`src/rtl/booth_seq_mult.sv`:
```
// Sequential radix-4 Booth multiplier, 16x16 -> 32 signed.
// Retires one Booth digit per cycle over 8 BUSY cycles. Operands come in and the
// product goes out over valid/ready handshakes.
module booth_seq_mult (
    input  logic        clk,
    input  logic        rst,
    input  logic        in_valid,
    output logic        in_ready,
    input  logic [15:0] multiplicand,
    input  logic [15:0] multiplier,
    output logic        out_valid,
    input  logic        out_ready,
    output logic [31:0] product,
    output logic        sel_x1,
    output logic        sel_x2,
    output logic        sel_neg1,
    output logic        sel_neg2
);

    typedef enum logic [1:0] {StIdle, StBusy, StDone} state_e;

    state_e      state_q, state_d;
    logic [15:0] a_q, a_d;
    logic [17:0] scan_q, scan_d;   // {B[15], B, 1'b0}, shifted right two bits per digit
    logic [31:0] acc_q, acc_d;
    logic [2:0]  cnt_q, cnt_d;

    logic [16:0] pp_mag;
    logic [31:0] pp_ext;
    logic [31:0] pp_signed;

    // Booth digit decode from the low triplet of the scan register; only active in BUSY
    always_comb begin
        sel_x1   = 1'b0;
        sel_x2   = 1'b0;
        sel_neg1 = 1'b0;
        sel_neg2 = 1'b0;
        if (state_q == StBusy) begin
            unique case (scan_q[2:0])
                3'b001, 3'b010: sel_x1   = 1'b1;
                3'b011:         sel_x2   = 1'b1;
                3'b100:         sel_neg2 = 1'b1;
                3'b101, 3'b110: sel_neg1 = 1'b1;
                default:        ;  // 000 and 111 are a zero digit
            endcase
        end
    end

    // Partial product; negation happens after sign extension so that -(2 * -32768) stays exact
    always_comb begin
        pp_mag = '0;
        if (sel_x1 || sel_neg1) begin
            pp_mag = {a_q[15], a_q};
        end else if (sel_x2 || sel_neg2) begin
            pp_mag = {a_q, 1'b0};
        end
        pp_ext    = {{15{pp_mag[16]}}, pp_mag};
        pp_signed = (sel_neg1 || sel_neg2) ? (~pp_ext + 32'd1) : pp_ext;
    end

    // Next-state and datapath update
    always_comb begin
        state_d = state_q;
        a_d     = a_q;
        scan_d  = scan_q;
        acc_d   = acc_q;
        cnt_d   = cnt_q;
        unique case (state_q)
            StIdle: begin
                if (in_valid) begin
                    a_d     = multiplicand;
                    scan_d  = {multiplier[15], multiplier, 1'b0};
                    acc_d   = '0;
                    cnt_d   = '0;
                    state_d = StBusy;
                end
            end
            StBusy: begin
                acc_d  = acc_q + (pp_signed << {cnt_q, 1'b0});
                scan_d = {{2{scan_q[17]}}, scan_q[17:2]};
                cnt_d  = cnt_q + 3'd1;
                if (cnt_q == 3'd7) begin
                    state_d = StDone;
                end
            end
            StDone: begin
                if (out_ready) begin
                    state_d = StIdle;
                end
            end
            default: state_d = StIdle;
        endcase
    end

    // State and datapath registers; reset aborts any operation in flight
    always_ff @(posedge clk) begin
        if (rst) begin
            state_q <= StIdle;
            a_q     <= '0;
            scan_q  <= '0;
            acc_q   <= '0;
            cnt_q   <= '0;
        end else begin
            state_q <= state_d;
            a_q     <= a_d;
            scan_q  <= scan_d;
            acc_q   <= acc_d;
            cnt_q   <= cnt_d;
        end
    end

    assign in_ready  = (state_q == StIdle) && !rst;
    assign out_valid = (state_q == StDone);
    assign product   = acc_q;

endmodule

```
`config.mk`:
```
export PLATFORM = sky130hd
export DESIGN_NAME = booth_seq_mult
export DESIGN_NICKNAME = d
export VERILOG_FILES = /design/src/rtl/booth_seq_mult.sv
export SDC_FILE = /design/constraint.sdc
export NUM_CORES = 1
export LEC_CHECK = 0
export BUFFER_PORTS_ARGS = -buffer_cell sky130_fd_sc_hd__buf_2
export CORE_ASPECT_RATIO = 1.75
export CORE_MARGIN = 4
export CORE_UTILIZATION = 47
export CTS_CLUSTER_DIAMETER = 30
export DETAILED_ROUTE_END_ITERATION = 7
export PLACE_DENSITY = 0.67
export SLEW_MARGIN = 0
export SYNTH_ARGS = -nofsm -noshare
export SYNTH_HDL_FRONTEND = slang
export SYNTH_SLANG_ARGS = --single-unit
export TNS_END_PERCENT = 50
```
`constraint.sdc`:
```
create_clock -name clk -period 12.6 [get_ports clk]
set_clock_uncertainty 0.2 [all_clocks]
set_input_delay 0.63 -clock clk [delete_from_list [all_inputs] [get_ports clk]]
set_output_delay 0.63 -clock clk [all_outputs]
set_load 0.01 [all_outputs]
```
After elaboration in Yosys (flattened, before gate mapping)
Index checks and enable logic that the tools add are counted.

Register bits after elaboration: 71. Output and inout bits: 38. Word-level logic and storage cells: 58.

Add/subtract/negate cells: 3. Equality and inequality tests: 12. Shift operators: 1. Muxes and demuxes: 21. Bitwise logic cells: 2. Reductions and logical operators: 13.

Operators with widths (number): $mux 32 (2); $pmux 32 s2 (1); $pmux 18 s2 (1); $mux 17 (2); $add 32x1->32 const B (1); $add 32x32->32 (1); $not 32->32 (1); $shl 32x4->32 (1); $mux 18 (1); $eq 3x3->1 const B (4); $mux 1 (8); $eq 3x2->1 const B (2); $mux 2 (3); $pmux 2 s3 (1); $pmux 3 s2 (1); $reduce_and 3->1 (2); $ne 2x1->1 const B (2); $reduce_and 2->1 (2); $reduce_or 2->1 (2); $add 3x1->3 const B (1); $eq 3x1->1 const B (1); $logic_or 1x1->1 (3); $mux 3 (1); $eq 2x1->1 const B (1); other kinds (7) (7).

Logic depth before layout (Yosys ltp)
Gate-level depths: netlist of the first run.

Word-level depth: 12. Gate-level depth with buffers: 27.

Worst setup path after synthesis of the first run
Ideal clock, no wire load.

Path type: register to register. From: reg scan_q[0]. To: reg acc_q[29], in the netlist product[29]. Library setup time: 0.070 ns. Arrival: 5.586 ns. Required time: 12.330 ns. Path slack: 6.744 ns. Cell stages (with the launch flop): 26. Buffers on the path: 4. Cells stage by stage: dfxtp_1 -> buf_6 -> xnor2_4 -> nor2_1 -> buf_2 -> buf_1 -> a22oi_1 -> ha_1 -> o31ai_1 -> a221o_1 -> buf_6 -> nor2_2 -> a31oi_1 -> xnor2_1 -> mux4_2 -> a22o_1 -> ha_1 -> and2_1 -> nor3b_1 -> nand2_1 -> o21a_1 -> or4_1 -> a211oi_1 -> nor4_1 -> or3_1 -> a21oi_1.

Cells in the longest elaborated chain, start to end: 12.

RTL lines: start, declared (line 24) `logic [17:0] scan_q, scan_d;`; start signal, assigned (line 106) `scan_q <= scan_d;`; $eq 3x1->1 (tied with other cells) (line 39) `unique case (scan_q[2:0])`; $reduce_or 2->1 or $mux 1 (tied branches) (line 39); $mux 1, on equally long branches (line 39, 38); $mux 1 or $logic_or 1x1->1 (tied branches) (line 38, 54); $logic_or 1x1->1 or $mux 17 (tied branches) (line 52, 54); $mux 17 (line 52) `if (sel_x1 || sel_neg1) begin`; $not 32->32 (line 58) `pp_signed = (sel_neg1 || sel_neg2) ? (~pp_ext + 32'd1) : pp_ext;`; $add 32x1->32 (line 58); $mux 32 * (line 58); $shl 32x4->32 * (line 79) `acc_d = acc_q + (pp_signed << {cnt_q, 1'b0});`; $add 32x32->32 * (line 79); $pmux 32 s2 * (line 68) `unique case (state_q)`; end signal, assigned (line 101) `acc_q <= '0;`; end signal, assigned (line 107) `acc_q <= acc_d;`; end, declared (line 25) `logic [31:0] acc_q, acc_d;`.

Mark *: on every way between the ends. The rest lies on a longest branch, timed or not. A chain may end at the register's enable or synchronous reset.

Final worst setup path of the first run
Same ends and word-level chain as after synthesis.

==> flow_summary.yaml, run 1 <==
floorplanning:
  floorplan.die.height_um: 159
  chipWidth_um: 94.3
  fp-row-count: 54
  die_area_mm2: 0.0150
  floorplan.core_area_mm2: 0.0126
  floorplan.initialDensity: 0.484
  floorplan.io_pins: 74
pwr:
  power_share_of_the_sequential_group: 0.394
  report.power.total_uw: 626
  share_clk_of_total_power: 0.413
  power.ir.vdd_worst_mv: 0.0622
  power_density_mw_per_mm2: 91.6
  power_report.internal_total_uw: 417
  combinationalPowerShare: 0.193
  cellLeakagePower_uw: 0.00290
  netSwitchingPower_uw: 208
  switching_share: 0.333
cts:
  clock_path_buffers: 2
  h_tree_level_count: 3
  inserted_clock_buffers: 9
  cts_hold_fix_bufs: 0
  cts_num_sinks: 71
  post_cts.repair.setup_buffers: 0
  cts_repair_resize_count: 0
  cts.root.buffer_cell: "sky130_fd_sc_hd__clkbuf_16"
  clkSlewWorstSetupHoldPaths_ns: 0.07
  clock_latency_ns: 0.35
  tritoncts: "yes"
yosys:
  synth.net_count: 906
  synth_top_area_share: 0.232
  yosysUniqueCellTypes: 76
  yosys_warnings: 0
  ys_top_cells_by_area: "sky130_fd_sc_hd__dfxtp_1 (23%), sky130_fd_sc_hd__ha_1 (8.0%), sky130_fd_sc_hd__nand2_1 (7.7%)"
  synth_enable_flop_cells: 0
  synth-seq-cells: 71
  postSynth.asyncResetShare: 0
  synth-seq-area-share: 0.232
  synthesis.area_mm2: 0.00612
  count_of_mapped_cells_out_of_synthesis: 830
  synth_ff_type: "sky130_fd_sc_hd__dfxtp_1"
  synthesis.area_per_instance_um2: 7.37
  synth_top_area_cell: "sky130_fd_sc_hd__dfxtp_1"
run_status:
  outcome: "finished, final reports clean"
global_route:
  grt-ovfl-total: 0
  met3_usage: 0.0388
  gr-usage-met2: 0.436
  grt_antenna_before_repair: 0
  use_met1: 0.276
  busiest_layer: "met2"
  largest_net_degree_at_the_start_of_global_routing: 78
  number_of_global_route_vias_before_repair: 6402
  grt_first_pass_wirelength_um: 30200
  global_route.usage.total: 0.244
cells_and_area:
  design.final.nets: 943
  drive_gt1_frac: 0.144
  mostFrequentLayoutCells: "sky130_fd_sc_hd__nand2_1 (125), sky130_fd_sc_hd__a21oi_1 (89), sky130_fd_sc_hd__buf_2 (73)"
  mostFrequentLayoutCell: "sky130_fd_sc_hd__nand2_1"
  num_antenna_cells: 0
  area_growth_syn_to_layout_pct: 11.6
route:
  drt-wirelength-per-cell_um: 17.3
  dr_total_vias: 6457
  routed_via_density: 6.21
  detailedRoute.firstPassIterationCount: 7
  drt_iter0_drc: 357
  ant_nets: 0
  route.final.wire_length_um: 18000
  post_detailed_route_drc_marker_count: 0
min_path:
  hp-start: "scan_q[17]"
  cell_count_of_the_worst_hold_path: 2
  hold_path_class: "reg2reg"
  hold-path-endpoint: "scan_q[17]"
timing:
  setup_slack_ns: 5.86
  max_slew.worst_pin.slew_ns: 0.823
  final_hold_viol_count: 0
  timing.max_slew.rel_slack: 0.452
  slew_violations: 0
  setup_viol: 0
  post_route_minimum_period_ns: 6.74
  max_freq_ghz: 0.148
  post-route-period-util: 0.535
  timing.setup.tns_ns: 0
  rsz0062_at_grt: "no"
critical_path:
  critical_path.reg2reg.startpoint: "scan_q[0]"
  cp-end-kind: "register"
  r2r_cells: 21
  critPathKind: "reg2reg"
  critical_path.startpoint_type: "register"
  ff2ff_setup_slack_ns: 5.86
  worstPathArrival_ns: 6.82
  crit_path_max_fanout: 17
  setup.worst_path.start: "scan_q[0]"
  timing.rr.end: "product[29]"
  timing.critical_path.required_ns: 12.67
placed_design:
  detailed_place_hpwl_um: 13100
  worst_slack_at_placement_ns: 5.96
  place.gp.congestion: 0.946
  buffers_added_on_ports: 73
job:
  drv_cap: 0
[cell usage after synthesis (3+ instances only)]
master and instances:
sky130_fd_sc_hd__buf_2 5, sky130_fd_sc_hd__a22o_1 4, sky130_fd_sc_hd__clkbuf_1 44, sky130_fd_sc_hd__mux2_2 6
sky130_fd_sc_hd__o21ai_0 42, sky130_fd_sc_hd__a211oi_1 10, sky130_fd_sc_hd__and2_1 5, sky130_fd_sc_hd__o21bai_1 3
sky130_fd_sc_hd__dfxtp_1 71, sky130_fd_sc_hd__or3_1 10, sky130_fd_sc_hd__xnor2_1 21, sky130_fd_sc_hd__inv_1 16
sky130_fd_sc_hd__a31oi_1 10, sky130_fd_sc_hd__and3_1 5, sky130_fd_sc_hd__ha_1 39, sky130_fd_sc_hd__a221o_1 3
sky130_fd_sc_hd__nand2b_1 7, sky130_fd_sc_hd__o31ai_1 5, sky130_fd_sc_hd__a211o_1 8, sky130_fd_sc_hd__mux2i_1 16
sky130_fd_sc_hd__nand4_1 3, sky130_fd_sc_hd__o22ai_1 4, sky130_fd_sc_hd__buf_1 6, sky130_fd_sc_hd__a21oi_1 89
sky130_fd_sc_hd__a22oi_1 18, sky130_fd_sc_hd__nor2_1 70, sky130_fd_sc_hd__nor4b_1 3, sky130_fd_sc_hd__a311oi_1 16
sky130_fd_sc_hd__nor3b_1 5, sky130_fd_sc_hd__o221ai_1 3, sky130_fd_sc_hd__nand3b_1 4, sky130_fd_sc_hd__xor2_1 13
sky130_fd_sc_hd__nor2b_1 8, sky130_fd_sc_hd__o211ai_1 8, sky130_fd_sc_hd__a221oi_1 5, sky130_fd_sc_hd__nand3_1 25
sky130_fd_sc_hd__nand2_1 125, sky130_fd_sc_hd__nor3_1 19, sky130_fd_sc_hd__nor4_1 5, sky130_fd_sc_hd__o21a_1 13
sky130_fd_sc_hd__a21o_1 12
[cell type report]
type	count	area [um2]
clock buffers	9	225
clock inverters	7	66.3
fillers	1269	5800
inverters	18	67.6
multi-input cells	683	4390
flip-flops and latches	71	1420
well taps	168	210
repair buffers	84	448
[sequential cells by signal (all words and copies together) (netlist names)]
name	count
a_q	16
state_q	2
scan_q	18
cnt_q	3
product	32
[kinds of logic (layout without fill, tap and decap cells)]
kind of cell	Yosys count	in the layout	share of synthesized area
flip-flops	71	71	0.232
XOR/XNOR	35	35	0.0531
buffers and inverters	76	118	0.0507
AO/OA/AOI/OAI	281	281	0.309
AND/OR/NAND/NOR	303	303	0.227
adder cells (fa/ha/maj)	40	40	0.0830
multiplexers	24	24	0.0446
[through the flow]
step                      std cells  hold slack [ns]  cell area [um2]   util
after detailed placement       1024            0.253             6540  0.518
after global routing           1040            0.296             6830  0.541
after CTS                      1040            0.262             6830  0.541
after global placement         1024            0.246             6540  0.518
final                          1040            0.260             6830  0.541
after floorplan                 830            0.237             6120      -
[layer usage]
metal / part of all wire / wire [um] / up-vias
met5: 0 / 0 / -
met1: 0.39 / 7040 / 3066
met3: 0.046 / 825 / 48
li1: - / - / 3142
met4: 0.031 / 550 / 0
met2: 0.53 / 9590 / 201
[critical path, cell delays in order, from the launching register on]
cell and delay, ns:
sky130_fd_sc_hd__dfxtp_1 0.43, sky130_fd_sc_hd__or3b_1 0.54, sky130_fd_sc_hd__a21oi_2 0.58, sky130_fd_sc_hd__a22oi_1 0.19, sky130_fd_sc_hd__ha_1 0.29, sky130_fd_sc_hd__o31ai_1 0.07
sky130_fd_sc_hd__a221o_1 0.33, sky130_fd_sc_hd__nor2_2 0.10, sky130_fd_sc_hd__a31oi_1 0.23, sky130_fd_sc_hd__xnor2_1 0.17, sky130_fd_sc_hd__mux4_2 0.50, sky130_fd_sc_hd__a22o_1 0.26
sky130_fd_sc_hd__ha_1 0.36, sky130_fd_sc_hd__and2_1 0.17, sky130_fd_sc_hd__nor3b_1 0.33, sky130_fd_sc_hd__nand2_1 0.15, sky130_fd_sc_hd__o21a_1 0.26, sky130_fd_sc_hd__or4_1 0.57
sky130_fd_sc_hd__a211oi_1 0.41, sky130_fd_sc_hd__nor4_1 0.08, sky130_fd_sc_hd__or3_1 0.31, sky130_fd_sc_hd__a21oi_1 0.14
[how the worst max path moves through the flow]
stage / to / cells past startpoint
final: product[29] / 21
after detailed placement: product[29] / 21
after global routing: product[31] / 21
after global placement: product[29] / 21
after CTS: product[29] / 21
after floorplan: product[29] / 25
[power groups by stage]
stage	combinational (uW)	sequential [uW]	clock, uW
6_report	121	247	258
5_1_grt	134	248	273
4_1_cts	120	247	263
3_5_place_dp	120	252	0
3_3_place_gp	117	251	0
2_1_floorplan	91.0	247	0
Note: power is estimated with default switching activity, not from simulation.
==> inputs of run 2 (changes only) <==
--- a/config.mk
+++ b/config.mk
@@ -11,7 +11,7 @@
 export CORE_UTILIZATION = 47
 export CTS_CLUSTER_DIAMETER = 30
 export DETAILED_ROUTE_END_ITERATION = 7
-export PLACE_DENSITY = 0.67
+export PLACE_DENSITY = 0.69
 export SLEW_MARGIN = 0
 export SYNTH_ARGS = -nofsm -noshare
 export SYNTH_HDL_FRONTEND = slang
==> constraint.sdc (replaced) <==
create_clock -name clk -period 5.45 [get_ports clk]
set_clock_uncertainty 0.2 [all_clocks]
set_input_delay 0.2725 -clock clk [delete_from_list [all_inputs] [get_ports clk]]
set_output_delay 0.2725 -clock clk [all_outputs]
set_load 0.01 [all_outputs]
==> run 2 against run 1 <==
Via count up 3.1%. Die area unchanged. Non-clock buffer count up 73. Flip-flop and latch count unchanged. Register-to-register slack worse by 5.7 ns. Routed wire length up 4.9%. Clock power up 130%. Final cell count up 7.0%. Core utilization up 6.5 points. First-iteration DRC count down 16%. Largest power group unchanged.
==> flow_summary.yaml, run 2 (same netlist as run 1, synthesis figures left out) <==
run_status:
  outcome: "finished, final reports clean"
route:
  drt-wirelength-per-cell_um: 17.0
  wire_length_on_met1_um: 7630
  highest_layer: "met4"
  dr_total_vias: 6660
  route.final.wire_length_um: 18900
  post_detailed_route_drc_marker_count: 0
  wl_met2_um: 9910
  met3WireLength_um: 637
  ant_nets: 0
  detailedRoute.firstPassIterationCount: 5
  drt_iter0_drc: 301
  routed_via_density: 5.98
cells_and_area:
  design.final.nets: 1016
  drive_gt1_frac: 0.212
  mostFrequentLayoutCells: "sky130_fd_sc_hd__nand2_1 (124), sky130_fd_sc_hd__a21oi_1 (88), sky130_fd_sc_hd__buf_2 (73)"
  num_antenna_cells: 0
  finalCoreUtilization: 0.605
  cell_area_after_layout_mm2: 0.00765
  final.fill_count: 1221
  area_growth_syn_to_layout_pct: 25.0
  mostFrequentLayoutCell: "sky130_fd_sc_hd__nand2_1"
  largest_register_ffs: 32
critical_path:
  worst_path_most_repeated_cell: "sky130_fd_sc_hd__buf_4"
  critPathMaxStageDelay_ns: 0.50
  setup.worst_path.start: "scan_q[0]"
  timing.critical_path.required_ns: 5.53
  cp-end-kind: "register"
  critPathKind: "reg2reg"
  critical_path.cell_chain: "buf_4 -> nand3b_1 -> a21oi_4 -> a22oi_2 -> ha_2 -> o31ai_1 -> a221o_2 -> buf_4 -> o211ai_1 -> nand3_1 -> mux4_2 -> a22o_1 -> ha_4 -> and2_1 -> nor3b_4 -> nand2_2 -> o21a_1 -> or4_4 -> a211oi_4 -> nor4_1 -> or3_1 -> a21oi_1"
  worst_path_max_delay_cell: "sky130_fd_sc_hd__mux4_2"
  crit_path_max_fanout: 7
  worstPathArrival_ns: 5.38
  critical_path.reg2reg.startpoint: "scan_q[0]"
  critical_path.startpoint_type: "register"
timing:
  max_slew.worst_pin.slew_ns: 0.813
  final.hold.worst_slack_ns: 0.00649
  final_hold_viol_count: 0
  post_route_minimum_period_ns: 5.31
  timing.max_slew.rel_slack: 0.458
  max_freq_ghz: 0.188
  setup_viol: 0
  post-route-period-util: 0.974
  slew_violations: 0
cts:
  h_tree_level_count: 3
  cts.root.buffer_cell: "sky130_fd_sc_hd__clkbuf_16"
  clock_latency_ns: 0.35
  clock_path_buffers: 2
  inserted_clock_buffers: 9
  tritoncts: "yes"
  clkSlewWorstSetupHoldPaths_ns: 0.07
  cts_num_sinks: 71
floorplanning:
  floorplan.core_area_mm2: 0.0126
  floorplan.io_pins: 74
  floorplan.die.height_um: 159
  chipWidth_um: 94.3
  fp-row-count: 54
  die_area_mm2: 0.0150
  floorplan.initialDensity: 0.484
global_route:
  grt_first_pass_wirelength_um: 30200
  grt_antenna_before_repair: 0
  grt-ovfl-total: 0
  number_of_global_route_vias_before_repair: 6248
  global_route.usage.total: 0.248
  largest_net_degree_at_the_start_of_global_routing: 78
pwr:
  power.ir.vdd_worst_mv: 0.131
  cellLeakagePower_uw: 0.00327
  power_density_mw_per_mm2: 197
placed_design:
  dpl-instance-area_mm2: 0.00691
  buffers_added_on_ports: 73
  place.gp.congestion: 0.945
  detailed_place_hpwl_um: 13600
min_path:
  hp-start: "multiplier[9]"
  hold_path_class: "in2reg"
job:
  drv_cap: 0
[run 2: cell types whose count changed in the layout (fill, tap and decap cells not counted), sizes merged]
cell / previous run / this run
buf: 84 / 129
dlygate4sd3: 0 / 28
[run 2: per-stage QoR]
stage,setup WS (ns),instances,total power [uW],TNS [ns]
finish,0.142,1113,1510,0
global route,-0.127,1113,1580,-0.323
CTS,0.0295,1108,1500,0
detailed placement,0.0227,1064,888,0
global placement,0.0648,1064,886,0
floorplan,0.0627,830,787,0
[run 2: area by class of cell]
| cell class | count | area [um2] | area share |
|---|---|---|---|
| clock buffer | 9 | 225 | 0.0294 |
| clock inverter | 7 | 66.3 | 0.00867 |
| inverter | 18 | 67.6 | 0.00883 |
| multi-input combinational | 683 | 4580 | 0.599 |
| sequential | 71 | 1430 | 0.186 |
| tap | 168 | 210 | 0.0275 |
| timing repair buffer | 157 | 1070 | 0.140 |
[run 2: power by group]
group	switching, uW	total [uW]	leakage [uW]	internal (uW)
combinational	197	334	0.00255	137
sequential	26.8	570	0.000580	544
clock	282	605	0.000145	323
[run 2: metal layers]
layer,track usage,vias to the layer above
met2,0.436,188
met1,0.290,3139
met3,0.0336,57
met4,0.114,0
met5,0,-
li1,-,3276
[run 2: timing repair]
item,CTS,global route
endpoints found under the hold margin,28,0
hold buffers,28,0
pin swaps,0,7
gates resized for setup,1,28
setup endpoints to repair,1,12
buffers inserted,0,5
[run 2: worst paths after layout]
| path | endpoint | slack (ns) | cells past startpoint |
|---|---|---|---|
| worst min register to register | scan_q[17] | 0.26 | 2 |
| worst max register to register | product[29] | 0.14 | 22 |
| worst min-delay path | scan_q[10] | 0.006 | 3 |
| worst max-delay path | product[29] | 0.14 | 22 |
[run 2: critical path: cells and delay by family, from the launching register on]
kind,cells,cell delay [ns]
compound gates,9,1.70
simple gates,8,1.66
mux,1,0.50
fa+ha+maj,2,0.47
flops,1,0.35
buf+inv,2,0.33
